$ cat src/rtl/alu_mutation_sweep_ctrl.sv
// Mutation-test sequencer: walks every {op, a, b} vector through a golden and a mutant ALU,
// counts result/zero-flag mismatches and captures the first failing vector.
module alu_mutation_sweep_ctrl #(
    parameter int W     = 4,
    parameter int OPW   = 3,
    parameter int CNT_W = 16
) (
    input  logic                 clk_i,
    input  logic                 rst_ni,
    input  logic                 start_i,
    input  logic                 abort_i,
    output logic [W-1:0]         alu_a_o,
    output logic [W-1:0]         alu_b_o,
    output logic [OPW-1:0]       alu_op_o,
    input  logic [W-1:0]         ref_result_i,
    input  logic                 ref_zero_i,
    input  logic [W-1:0]         dut_result_i,
    input  logic                 dut_zero_i,
    output logic                 busy_o,
    output logic                 done_o,
    output logic                 killed_o,
    output logic [CNT_W-1:0]     mismatch_count_o,
    output logic                 first_fail_valid_o,
    output logic [OPW+2*W-1:0]   first_fail_vec_o
);

    localparam int N = OPW + 2 * W;
    localparam logic [N-1:0] LAST_IDX = '1;

    typedef enum logic [1:0] {
        S_IDLE = 2'd0,
        S_RUN  = 2'd1,
        S_DONE = 2'd2
    } state_e;

    state_e             state_q, state_d;
    logic [N-1:0]       idx_q, idx_d;
    logic [N-1:0]       stim_q, stim_d;
    logic [CNT_W-1:0]   cnt_q, cnt_d;
    logic               ffv_q, ffv_d;
    logic [N-1:0]       ffvec_q, ffvec_d;
    logic               busy_q, busy_d;
    logic               done_q, done_d;
    logic               killed_q, killed_d;
    logic               mismatch;

    assign mismatch = (ref_result_i != dut_result_i) || (ref_zero_i != dut_zero_i);

    always_comb begin
        state_d  = state_q;
        idx_d    = idx_q;
        stim_d   = stim_q;
        cnt_d    = cnt_q;
        ffv_d    = ffv_q;
        ffvec_d  = ffvec_q;
        case (state_q)
            S_RUN: begin
                // The compare for the vector on alu_* is recorded even on abort or the last vector.
                if (mismatch) begin
                    if (cnt_q != {CNT_W{1'b1}}) begin
                        cnt_d = cnt_q + 1'b1;
                    end
                    if (!ffv_q) begin
                        ffv_d   = 1'b1;
                        ffvec_d = stim_q;
                    end
                end
                if (abort_i) begin
                    state_d = S_IDLE;
                    stim_d  = '0;
                end else if (idx_q == LAST_IDX) begin
                    state_d = S_DONE;
                    stim_d  = '0;
                end else begin
                    idx_d  = idx_q + 1'b1;
                    stim_d = idx_q + 1'b1;
                end
            end
            default: begin
                if (start_i && !abort_i) begin
                    state_d = S_RUN;
                    idx_d   = '0;
                    stim_d  = '0;
                    cnt_d   = '0;
                    ffv_d   = 1'b0;
                    ffvec_d = '0;
                end
            end
        endcase
        busy_d   = (state_d == S_RUN);
        done_d   = (state_d == S_DONE);
        killed_d = (state_d == S_DONE) && (cnt_d != '0);
    end

    always_ff @(posedge clk_i or negedge rst_ni) begin
        if (!rst_ni) begin
            state_q  <= S_IDLE;
            idx_q    <= '0;
            stim_q   <= '0;
            cnt_q    <= '0;
            ffv_q    <= 1'b0;
            ffvec_q  <= '0;
            busy_q   <= 1'b0;
            done_q   <= 1'b0;
            killed_q <= 1'b0;
        end else begin
            state_q  <= state_d;
            idx_q    <= idx_d;
            stim_q   <= stim_d;
            cnt_q    <= cnt_d;
            ffv_q    <= ffv_d;
            ffvec_q  <= ffvec_d;
            busy_q   <= busy_d;
            done_q   <= done_d;
            killed_q <= killed_d;
        end
    end

    // Stimulus index is packed {op, a, b}: b toggles fastest.
    assign alu_op_o           = stim_q[N-1 -: OPW];
    assign alu_a_o            = stim_q[2*W-1 -: W];
    assign alu_b_o            = stim_q[W-1:0];
    assign busy_o             = busy_q;
    assign done_o             = done_q;
    assign killed_o           = killed_q;
    assign mismatch_count_o   = cnt_q;
    assign first_fail_valid_o = ffv_q;
    assign first_fail_vec_o   = ffvec_q;

endmodule

$ cat config.mk
export PLATFORM = sky130hd
export DESIGN_NAME = alu_mutation_sweep_ctrl
export DESIGN_NICKNAME = d
export VERILOG_FILES = /design/src/rtl/alu_mutation_sweep_ctrl.sv
export SDC_FILE = /design/constraint.sdc
export NUM_CORES = 1
export LEC_CHECK = 0
export BUFFER_PORTS_ARGS = -buffer_cell sky130_fd_sc_hd__buf_2
export CORE_ASPECT_RATIO = 1.25
export CORE_UTILIZATION = 45
export DETAILED_ROUTE_END_ITERATION = 8
export PLACE_DENSITY = 0.77
export RECOVER_POWER = 100
export SYNTH_ARGS = -nofsm -noshare
export SYNTH_HDL_FRONTEND = slang
export SYNTH_SLANG_ARGS = --single-unit
$ cat constraint.sdc
create_clock -name clk_i -period 3.1 [get_ports clk_i]
set_input_delay 0.62 -clock clk_i [delete_from_list [all_inputs] [get_ports clk_i]]
set_output_delay 0.62 -clock clk_i [all_outputs]
set_load 0.01 [all_outputs]
==> results.toml, run 1 <==
[global_route]
number_of_global_route_vias_before_repair = 2102
antenna_found_initial = 0
globalRouteOverflowTotal = 0
grt_first_pass_wirelength_um = 10200
grt_max_degree = 35
all_layer_global_routing_usage_pct = 20.3

[sta]
timing.clock.skew_ns = 0.00539
final_period_minus_worst_setup_slack_ns = 2.70
setup_viol_count_final = 0
worst_slew_margin_rel_pct = 20.6
drv_slew = 0
max_slew.worst_pin.slew_ns = 1.19
final.hold.worst_slack_ns = 0.513
timing_hold_violations_final = 0
finalSetupTns_ns = 0
timing.final.ws_setup_ns = 0.397
max_freq_mhz = 370
rsz0062_at_grt = "no"
final_min_period_over_clock_period_pct = 87.2

[floorplanning]
fp.dieW_um = 71.8
dieHeight_um = 89.2
floorplan.die_area_mm2 = 0.00640
initial_standard_cell_utilization_of_the_core_pct = 47.1
pin_count = 56
design.core.area_mm2 = 0.00582
fp-row-count = 31

[placed_design]
finalWeightedCongestion = 0.893
placed_area_mm2 = 0.00308
place_hpwl_um = 4620
number_of_port_buffers = 55
placement.setup.worst_slack_ns = 0.414

[worst_hold_path]
worst_hold_path_type = "reg -> reg"

[route]
drt_iter0_drcs = 215
routed-via-count = 2399
detail_route.wirelength_um = 6310
drt_pass1_iterations = 4
drcViolationCount = 0
routed_via_density = 5.68
wl_per_cell_um = 15.0
postRouteAntennaNets = 0

[synthesis]
synthesis.area_per_instance_um2 = 9.13
postSynth.topFlopCell = "dfrtp_1"
yosysWarnings = 0
synth_edf_count = 0
ys_seq_area_share_pct = 50.3
netlist_area_mm2 = 0.00274
netlist-cell-type-count = 45
netlist_instances = 300
synth.ff_latch_count = 55
asyncSetResetFlopFracSynth_pct = 100
synth_nets = 316

[finish]
final_util_pct = 53.7
finish.instance_area_mm2 = 0.00313
number_of_antenna_repair_diodes = 0
final_nets = 371
layout-drive-gt1-share_pct = 8.43
layout-area-overhead-vs-synth_pct = 14.2

[pwr]
powerDensity_mw_per_mm2 = 530
vdd.ir_drop.worst_mv = 0.215
leakage_power_total_nw = 1.37

[setup_path]
start_kind = "flop"
cp.required_ns = 3.29
timing_worst_setup_path_type = "reg -> reg"
critical_path_peak_fanout = 6
cp-end-kind = "flop"
worst-r2r-setup-slack_ns = 0.40
arrival_ns = 2.89

[clock_network]
clock_latency_ns = 0.31
clock_tree.buffer_depth = 2
cts.sink_count = 55
clkSlewWorstSetupHoldPaths_ns = 0.10
tritoncts = "yes"
post_cts_resize_count = 0
clock_tree.root_cell = "clkbuf_8"
cts-buffers-inserted = 5
ctsHtreeMaxLevel = 2
post_cts_hold_buffer_count = 0
cts_post_setup_buffers_inserted = 0

[status]
run_status = "finished clean"

[job]
max_cap_violations = 0
Yosys cell counts, drive strengths merged, types with 4 or more instances:
library cell | number | share of area (%)
dfrtp | 55 | 50
nor2 | 23 | 3.3
clkbuf | 10 | 1.4
xor2 | 6 | 1.9
nand3 | 13 | 2.6
mux2i | 6 | 2.2
o21ai | 39 | 7.1
o311ai | 6 | 1.9
xnor2 | 7 | 2.2
nor3 | 4 | 0.73
nand2 | 63 | 8.7
a21oi | 5 | 0.91
and3 | 7 | 1.6
inv | 7 | 0.96
registers in the layout, summed over array words and instances (netlist names):
name	flops
mismatch_count_o	16
first_fail_vec_o	11
idx_q	11
stim_q	11
state_q	2
busy_o	1
done_o	1
first_fail_valid_o	1
killed_o	1
critical path: stages (launching register included):
cell     delay [ns]
dfrtp_1        0.44
ha_1           0.22
nand3_1        0.16
or4_1          0.67
or2_0          0.39
nand4_2        0.16
mux2i_1        0.12
nor4_2         0.30
a31oi_1        0.12
kinds of logic (layout without fill, tap and decap cells):
logic type	count (synthesis)	count (layout)	synth area share [%]
adder cells (fa/ha/maj)	2	2	0.914
buffers and inverters	18	74	2.51
AO/OA/AOI/OAI	74	74	17.1
multiplexers	6	6	2.19
AND/OR/NAND/NOR	132	132	22.8
XOR/XNOR	13	13	4.16
flip-flops	55	55	50.3
through the flow:
| stage | cells | power, mW |
|---|---|---|
| CTS | 422 | 1.68 |
| detailed placement | 414 | 1.20 |
| global placement | 414 | 1.19 |
| floorplan | 300 | 1.05 |
| global route | 422 | 1.74 |
| finish | 422 | 1.66 |
layer usage:
| layer | track usage [%] | part of all wire [%] | vias up |
|---|---|---|---|
| li1 | - | - | 1169 |
| met2 | 33.4 | 49 | 73 |
| met3 | 2.93 | 4.3 | 7 |
| met1 | 27.7 | 46 | 1150 |
| met4 | 6.60 | 1.3 | 0 |
| met5 | 0 | 0 | - |
cell usage in the layout, fill, tap and decap left out, types with 2 or more instances in the layout:
cell / netlist / layout
o21a_1: 2 / 2
a22o_1: 3 / 3
nand2b_1: 3 / 3
nand2_1: 62 / 62
xor2_1: 6 / 6
clkbuf_8: 0 / 5
xnor2_1: 7 / 7
mux2i_1: 6 / 6
nand4_1: 2 / 2
or4_1: 3 / 3
a21o_1: 3 / 3
nor2b_1: 3 / 3
and3_1: 7 / 7
nor2_1: 21 / 21
inv_1: 7 / 7
clkbuf_1: 10 / 45
nor4_1: 2 / 2
nor2_2: 2 / 2
dfrtp_1: 55 / 55
buf_2: 1 / 13
o41ai_1: 3 / 3
a211oi_1: 2 / 2
o311ai_0: 6 / 6
or2_2: 2 / 2
nor3_1: 4 / 4
nand3_1: 12 / 13
ha_1: 2 / 2
o21ai_0: 39 / 39
a31oi_1: 2 / 2
o211ai_1: 2 / 2
a21oi_1: 5 / 5
cell type report:
cell class | instances | area [um2]
fill | 557 | 2690
sequential | 55 | 1380
multi-input combinational | 227 | 1290
timing repair buffer | 59 | 239
tap | 66 | 82.6
clock buffer | 5 | 68.8
clock inverter | 3 | 47.5
inverter | 7 | 26.3
final timing paths:
kind	startpoint	cells after the start	to
setup / recovery	mismatch_count_o[1]	8	killed_o
hold / removal	stim_q[9]	1	stim_q[9]
setup reg to reg	mismatch_count_o[1]	8	killed_o
hold reg to reg	stim_q[9]	1	stim_q[9]
max in group asynchronous	rst_ni	2	idx_q[8]
min in group asynchronous	rst_ni	1	killed_o
where the power goes:
part	switching [mW]	total (mW)	internal, mW
sequential	0.0705	0.847	0.777
combinational	0.202	0.322	0.120
clock	0.244	0.490	0.245
total	0.517	1.66	1.14
Note: power is estimated with default switching activity, not from simulation.
==> run 2, diff against run 1 <==
--- a/config.mk
+++ b/config.mk
@@ -5,11 +5,12 @@
 export SDC_FILE = /design/constraint.sdc
 export NUM_CORES = 1
 export LEC_CHECK = 0
+export ABC_AREA = 1
 export BUFFER_PORTS_ARGS = -buffer_cell sky130_fd_sc_hd__buf_2
 export CORE_ASPECT_RATIO = 1.25
 export CORE_UTILIZATION = 45
 export DETAILED_ROUTE_END_ITERATION = 8
-export PLACE_DENSITY = 0.77
+export PLACE_DENSITY = 0.76
 export RECOVER_POWER = 100
 export SYNTH_ARGS = -nofsm -noshare
 export SYNTH_HDL_FRONTEND = slang
==> results.toml, run 2 <==
[setup_path]
cp.required_ns = 3.31
critical_path_peak_fanout = 20
worst-r2r-setup-slack_ns = 0.47
timing_worst_setup_path_type = "reg -> reg"
start_kind = "flop"
depth_of_the_worst_register_to_register_path = 12
arrival_ns = 2.84
regToRegStartpoint = "mismatch_count_o[1]"
cp-end-kind = "flop"
rr_endpoint = "killed_o"

[floorplanning]
pin_count = 56
initial_standard_cell_utilization_of_the_core_pct = 46.3
fp.dieW_um = 73.3
design.core.area_mm2 = 0.00617
floorplan.die_area_mm2 = 0.00667
fp-row-count = 32
dieHeight_um = 91.1

[pwr]
leakage_power_total_nw = 1.56
powerDensity_mw_per_mm2 = 654
vdd.ir_drop.worst_mv = 0.422
overall_power_consumption_mw = 2.10

[synthesis]
netlist.top_cell.by_area = "dfrtp_1"
netlist-cell-type-count = 28
postSynth.topFlopCell = "dfrtp_1"
synth.ff_latch_count = 55
synth_nets = 389
yosysWarnings = 0
cell_with_the_most_instances_after_synthesis = "nand2_1"
netlist_area_mm2 = 0.00286
most_used_standard_cells_in_the_synthesized_netlist = "nand2_1, inv_1, dfrtp_1, nand3_1, nor2_1"
yosys-top-cells-area = "dfrtp_1, nand2_1, nand3_1, inv_1, nor2_1"
ys_seq_area_share_pct = 48.2
asyncSetResetFlopFracSynth_pct = 100
synthesis.area_per_instance_um2 = 7.66
netlist_instances = 373
synth_top_cell_area_share_pct = 48.2
synth_edf_count = 0

[sta]
max_freq_mhz = 380
final_period_minus_worst_setup_slack_ns = 2.63
worst_slew_margin_rel_pct = 10.3
rsz0062_at_grt = "no"
timing.clock.skew_ns = 0.00681
drv_slew = 0
timing.final.ws_setup_ns = 0.467
timing_hold_violations_final = 0
setup_viol_count_final = 0
finalSetupTns_ns = 0
max_slew.worst_pin.slew_ns = 1.35
final_min_period_over_clock_period_pct = 84.9

[clock_network]
clkSlewWorstSetupHoldPaths_ns = 0.10
post_cts_resize_count = 0
cts-buffers-inserted = 5
post_cts_hold_buffer_count = 0
tritoncts = "yes"
clock_tree.buffer_depth = 2
cts.sink_count = 55
ctsHtreeMaxLevel = 2
cts_post_setup_buffers_inserted = 0
clock_latency_ns = 0.31
clock_tree.root_cell = "clkbuf_8"

[global_route]
antenna_found_initial = 0
number_of_global_route_vias_before_repair = 2647
grt_first_pass_wirelength_um = 11400
all_layer_global_routing_usage_pct = 21.6
globalRouteOverflowTotal = 0
grt_max_degree = 56

[placed_design]
number_of_port_buffers = 55
placed_area_mm2 = 0.00322
placement.setup.worst_slack_ns = 0.558
place_hpwl_um = 4790
finalWeightedCongestion = 0.859

[finish]
final_common_cell = "nand2_1"
largest_register_ffs = 16
layout-drive-gt1-share_pct = 6.06
final_nets = 444
finish.instance_area_mm2 = 0.00320
mostFrequentLayoutCells = "nand2_1, inv_1, dfrtp_1"
number_of_antenna_repair_diodes = 0
layout-area-overhead-vs-synth_pct = 12.2

[route]
drt_iter0_drcs = 91
drt_pass1_iterations = 4
wl_per_cell_um = 12.9
postRouteAntennaNets = 0
routed_via_density = 5.22
detail_route.wirelength_um = 6630
routed-via-count = 2682
drcViolationCount = 0

[worst_hold_path]
count_of_cells_along_the_worst_hold_path = 2
hold_path_end = "first_fail_vec_o[8]"
hold_start = "first_fail_vec_o[8]"
worst_hold_path_type = "reg -> reg"

[job]
max_cap_violations = 0

[status]
run_status = "finished clean"
## run 2: how the worst max path moves through the flow
| stage | startpoint | end | slack (ns) | cells past startpoint |
|---|---|---|---|---|
| 6_report | mismatch_count_o[1] | killed_o | 0.47 | 12 |
| 5_1_grt | mismatch_count_o[0] | killed_o | 0.20 | 12 |
| 3_5_place_dp | mismatch_count_o[0] | killed_o | 0.56 | 12 |
| 2_1_floorplan | ref_result_i[0] | first_fail_vec_o[2] | 1.25 | 10 |
| 4_1_cts | mismatch_count_o[1] | killed_o | 0.54 | 12 |
| 3_3_place_gp | mismatch_count_o[1] | killed_o | 0.59 | 12 |
## run 2: cell families (layout without fill, tap and decap cells)
family                   count (synthesis)  count (layout)  share of synthesized area [%]
AO/OA/AOI/OAI                           41              41                           7.45
XOR/XNOR                                 4               4                           1.23
adder cells (fa/ha/maj)                  2               2                          0.876
buffers and inverters                   71             127                           9.55
flip-flops                              55              55                           48.2
AND/OR/NAND/NOR                        200             200                           32.7
## run 2: worst max-delay path: stages (launching register included)
cell	delay, ns
dfrtp_1	0.44
ha_1	0.22
nand3_1	0.11
inv_1	0.11
nand4_1	0.61
nand2_1	0.39
o21ai_0	0.12
nand2_1	0.09
nand2_1	0.07
nor2_1	0.13
nand3_1	0.09
nor2_1	0.10
nor2_1	0.05
## run 2: where the power goes
| part | switching, mW | internal (mW) |
|---|---|---|
| combinational | 0.473 | 0.208 |
| clock | 0.239 | 0.159 |
| sequential | 0.136 | 0.880 |
## run 2: metrics by stage
step / cells / hold slack, ns / utilization, %
detailed placement: 506 / 0.492 / 52.2
floorplan: 373 / 0.324 / -
global placement: 506 / 0.490 / 52.2
global route: 514 / 0.550 / 52.0
finish: 514 / 0.529 / 52.0
CTS: 514 / 0.463 / 53.6
## run 2: final cells by class
class                   instances  area (um2)
well taps                      85         106
flip-flops and latches         55        1380
clock buffers                   6        72.6
inverters                      60         225
repair buffers                 59         249
multi-input cells             247        1160
clock inverters                 2        12.5
fillers                       664        2960
## run 2: layer usage
layer,share of wire [%],global-route usage (%),wire length [um]
met1,41,24.5,2700
met2,53,39.7,3490
met3,4.4,3.11,291
met4,2.1,8.33,142
met5,0,0,0
==> run 3, diff against run 2 <==
==> constraint.sdc (replaced) <==
create_clock -name clk_i -period 2.6 [get_ports clk_i]
set_input_delay 0.52 -clock clk_i [delete_from_list [all_inputs] [get_ports clk_i]]
set_output_delay 0.52 -clock clk_i [all_outputs]
set_load 0.01 [all_outputs]
==> results.toml, run 3 (synthesis results as in run 2) <==
[floorplanning]
design.core.area_mm2 = 0.00617
initial_standard_cell_utilization_of_the_core_pct = 46.3
fp.dieW_um = 73.3
pin_count = 56
dieHeight_um = 91.1
floorplan.die_area_mm2 = 0.00667
fp-row-count = 32

[global_route]
globalRouteOverflowTotal = 0
number_of_global_route_vias_before_repair = 2532
antenna_found_initial = 0
all_layer_global_routing_usage_pct = 21.6
grt_first_pass_wirelength_um = 11300
grt_max_degree = 33

[clock_network]
clock_latency_ns = 0.30
clkSlewWorstSetupHoldPaths_ns = 0.10
cts_post_setup_buffers_inserted = 0
cts-buffers-inserted = 5
cts.sink_count = 55
clock_tree.buffer_depth = 2
post_cts_resize_count = 0
post_cts_hold_buffer_count = 0
tritoncts = "yes"
ctsHtreeMaxLevel = 2
clock_tree.root_cell = "clkbuf_8"

[pwr]
overall_power_consumption_mw = 2.70
powerDensity_mw_per_mm2 = 819
seq_power_share_pct = 44.7
power.combinational.fraction_pct = 30.9
switching_share_pct = 36.9
p_sw_mw = 0.996
clock_power_share_pct = 24.4
cellInternalPower_mw = 1.70
vdd.ir_drop.worst_mv = 0.578
leakage_power_total_nw = 1.60

[setup_path]
arrival_ns = 2.31
timing_worst_setup_path_type = "reg -> reg"
cp.required_ns = 2.78
start_kind = "flop"
critical_path_peak_fanout = 9
cp-end-kind = "flop"

[route]
drt_pass1_iterations = 4
routed_via_density = 5.07
drt_iter0_drcs = 174
detail_route.wirelength_um = 6620
postRouteAntennaNets = 0
wl_per_cell_um = 12.8
drcViolationCount = 0
routed-via-count = 2631

[finish]
layout-area-overhead-vs-synth_pct = 15.4
number_of_antenna_repair_diodes = 0
layout-drive-gt1-share_pct = 7.37
mostFrequentLayoutCells = "nand2_1, inv_1, dfrtp_1"
largest_register_ffs = 16
final_common_cell = "nand2_1"
final_nets = 449

[sta]
rsz0062_at_grt = "no"
max_freq_mhz = 471
timing.clock.skew_ns = 0.00458
worst_slew_margin_rel_pct = 30.6
timing_hold_violations_final = 0
final_min_period_over_clock_period_pct = 81.7
final_period_minus_worst_setup_slack_ns = 2.13
drv_slew = 0
setup_viol_count_final = 0
finalSetupTns_ns = 0
max_slew.worst_pin.slew_ns = 1.04

[status]
run_status = "finished clean"

[worst_hold_path]
worst_hold_path_type = "in -> async"

[job]
max_cap_violations = 0

[placed_design]
place_hpwl_um = 4980
finalWeightedCongestion = 0.929
number_of_port_buffers = 55
-- run 3: cell count changes in the layout (fill, tap and decap cells not counted), sizes merged --
cell      change
clkinvlp      -1
buf           +4
bufinv        +2
clkinv        -1
clkbuf        +1
-- run 3: layer usage --
layer / up-vias / global-route usage [%] / share of wire (%)
li1: 1317 / - / -
met1: 1237 / 26.9 / 43
met2: 69 / 38.1 / 52
met3: 8 / 2.77 / 3.6
met4: 0 / 6.70 / 1.3
met5: - / 0 / 0
-- run 3: area by class of cell --
class	count	area (um2)
timing repair buffer	64	283
sequential	55	1380
multi-input combinational	247	1170
inverter	60	225
clock inverter	2	60.1
clock buffer	6	72.6
tap	85	106
fill	646	2870
-- run 3: metrics by stage --
step                      setup slack (ns)  hold slack [ns]  util (%)  cell area (um2)  std cells
after global routing                 0.211            0.442      53.5             3300        519
after detailed placement             0.540            0.495      52.8             3260        511
after floorplan                      0.802            0.224         -             2860        373
after CTS                            0.557            0.157      55.0             3390        519
final                                0.475            0.373      53.5             3300        519
after global placement               0.594            0.484      52.8             3260        511
-- run 3: power groups by stage --
stage / clock network (mW) / registers (mW) / logic, mW
final: 0.659 / 1.21 / 0.834
after global routing: 0.717 / 1.23 / 0.949
after CTS: 0.681 / 1.21 / 0.912
after detailed placement: 0 / 1.22 / 0.905
after global placement: 0 / 1.22 / 0.882
after floorplan: 0 / 1.26 / 0.536
-- run 3: path summary, 6_finish.rpt --
check,start,endpoint,slack (ns),cells after the start
setup reg to reg,idx_q[2],idx_q[7],0.47,9
max in group asynchronous,rst_ni,mismatch_count_o[7],0.97,2
min in group clk_i,first_fail_vec_o[1],first_fail_vec_o[1],0.52,2
setup / recovery,idx_q[2],idx_q[7],0.47,9
hold reg to reg,first_fail_vec_o[1],first_fail_vec_o[1],0.52,2
hold / removal,rst_ni,mismatch_count_o[8],0.37,1
-- run 3: worst max-delay path, stage by stage (launching register included) --
cell and delay, ns:
dfrtp_1 0.45, inv_1 0.10, nor4_1 0.36, nand3_1 0.15
nor2_1 0.31, nand4_4 0.15, nand2_4 0.16, inv_2 0.10
nand3b_1 0.12, o21ai_0 0.11
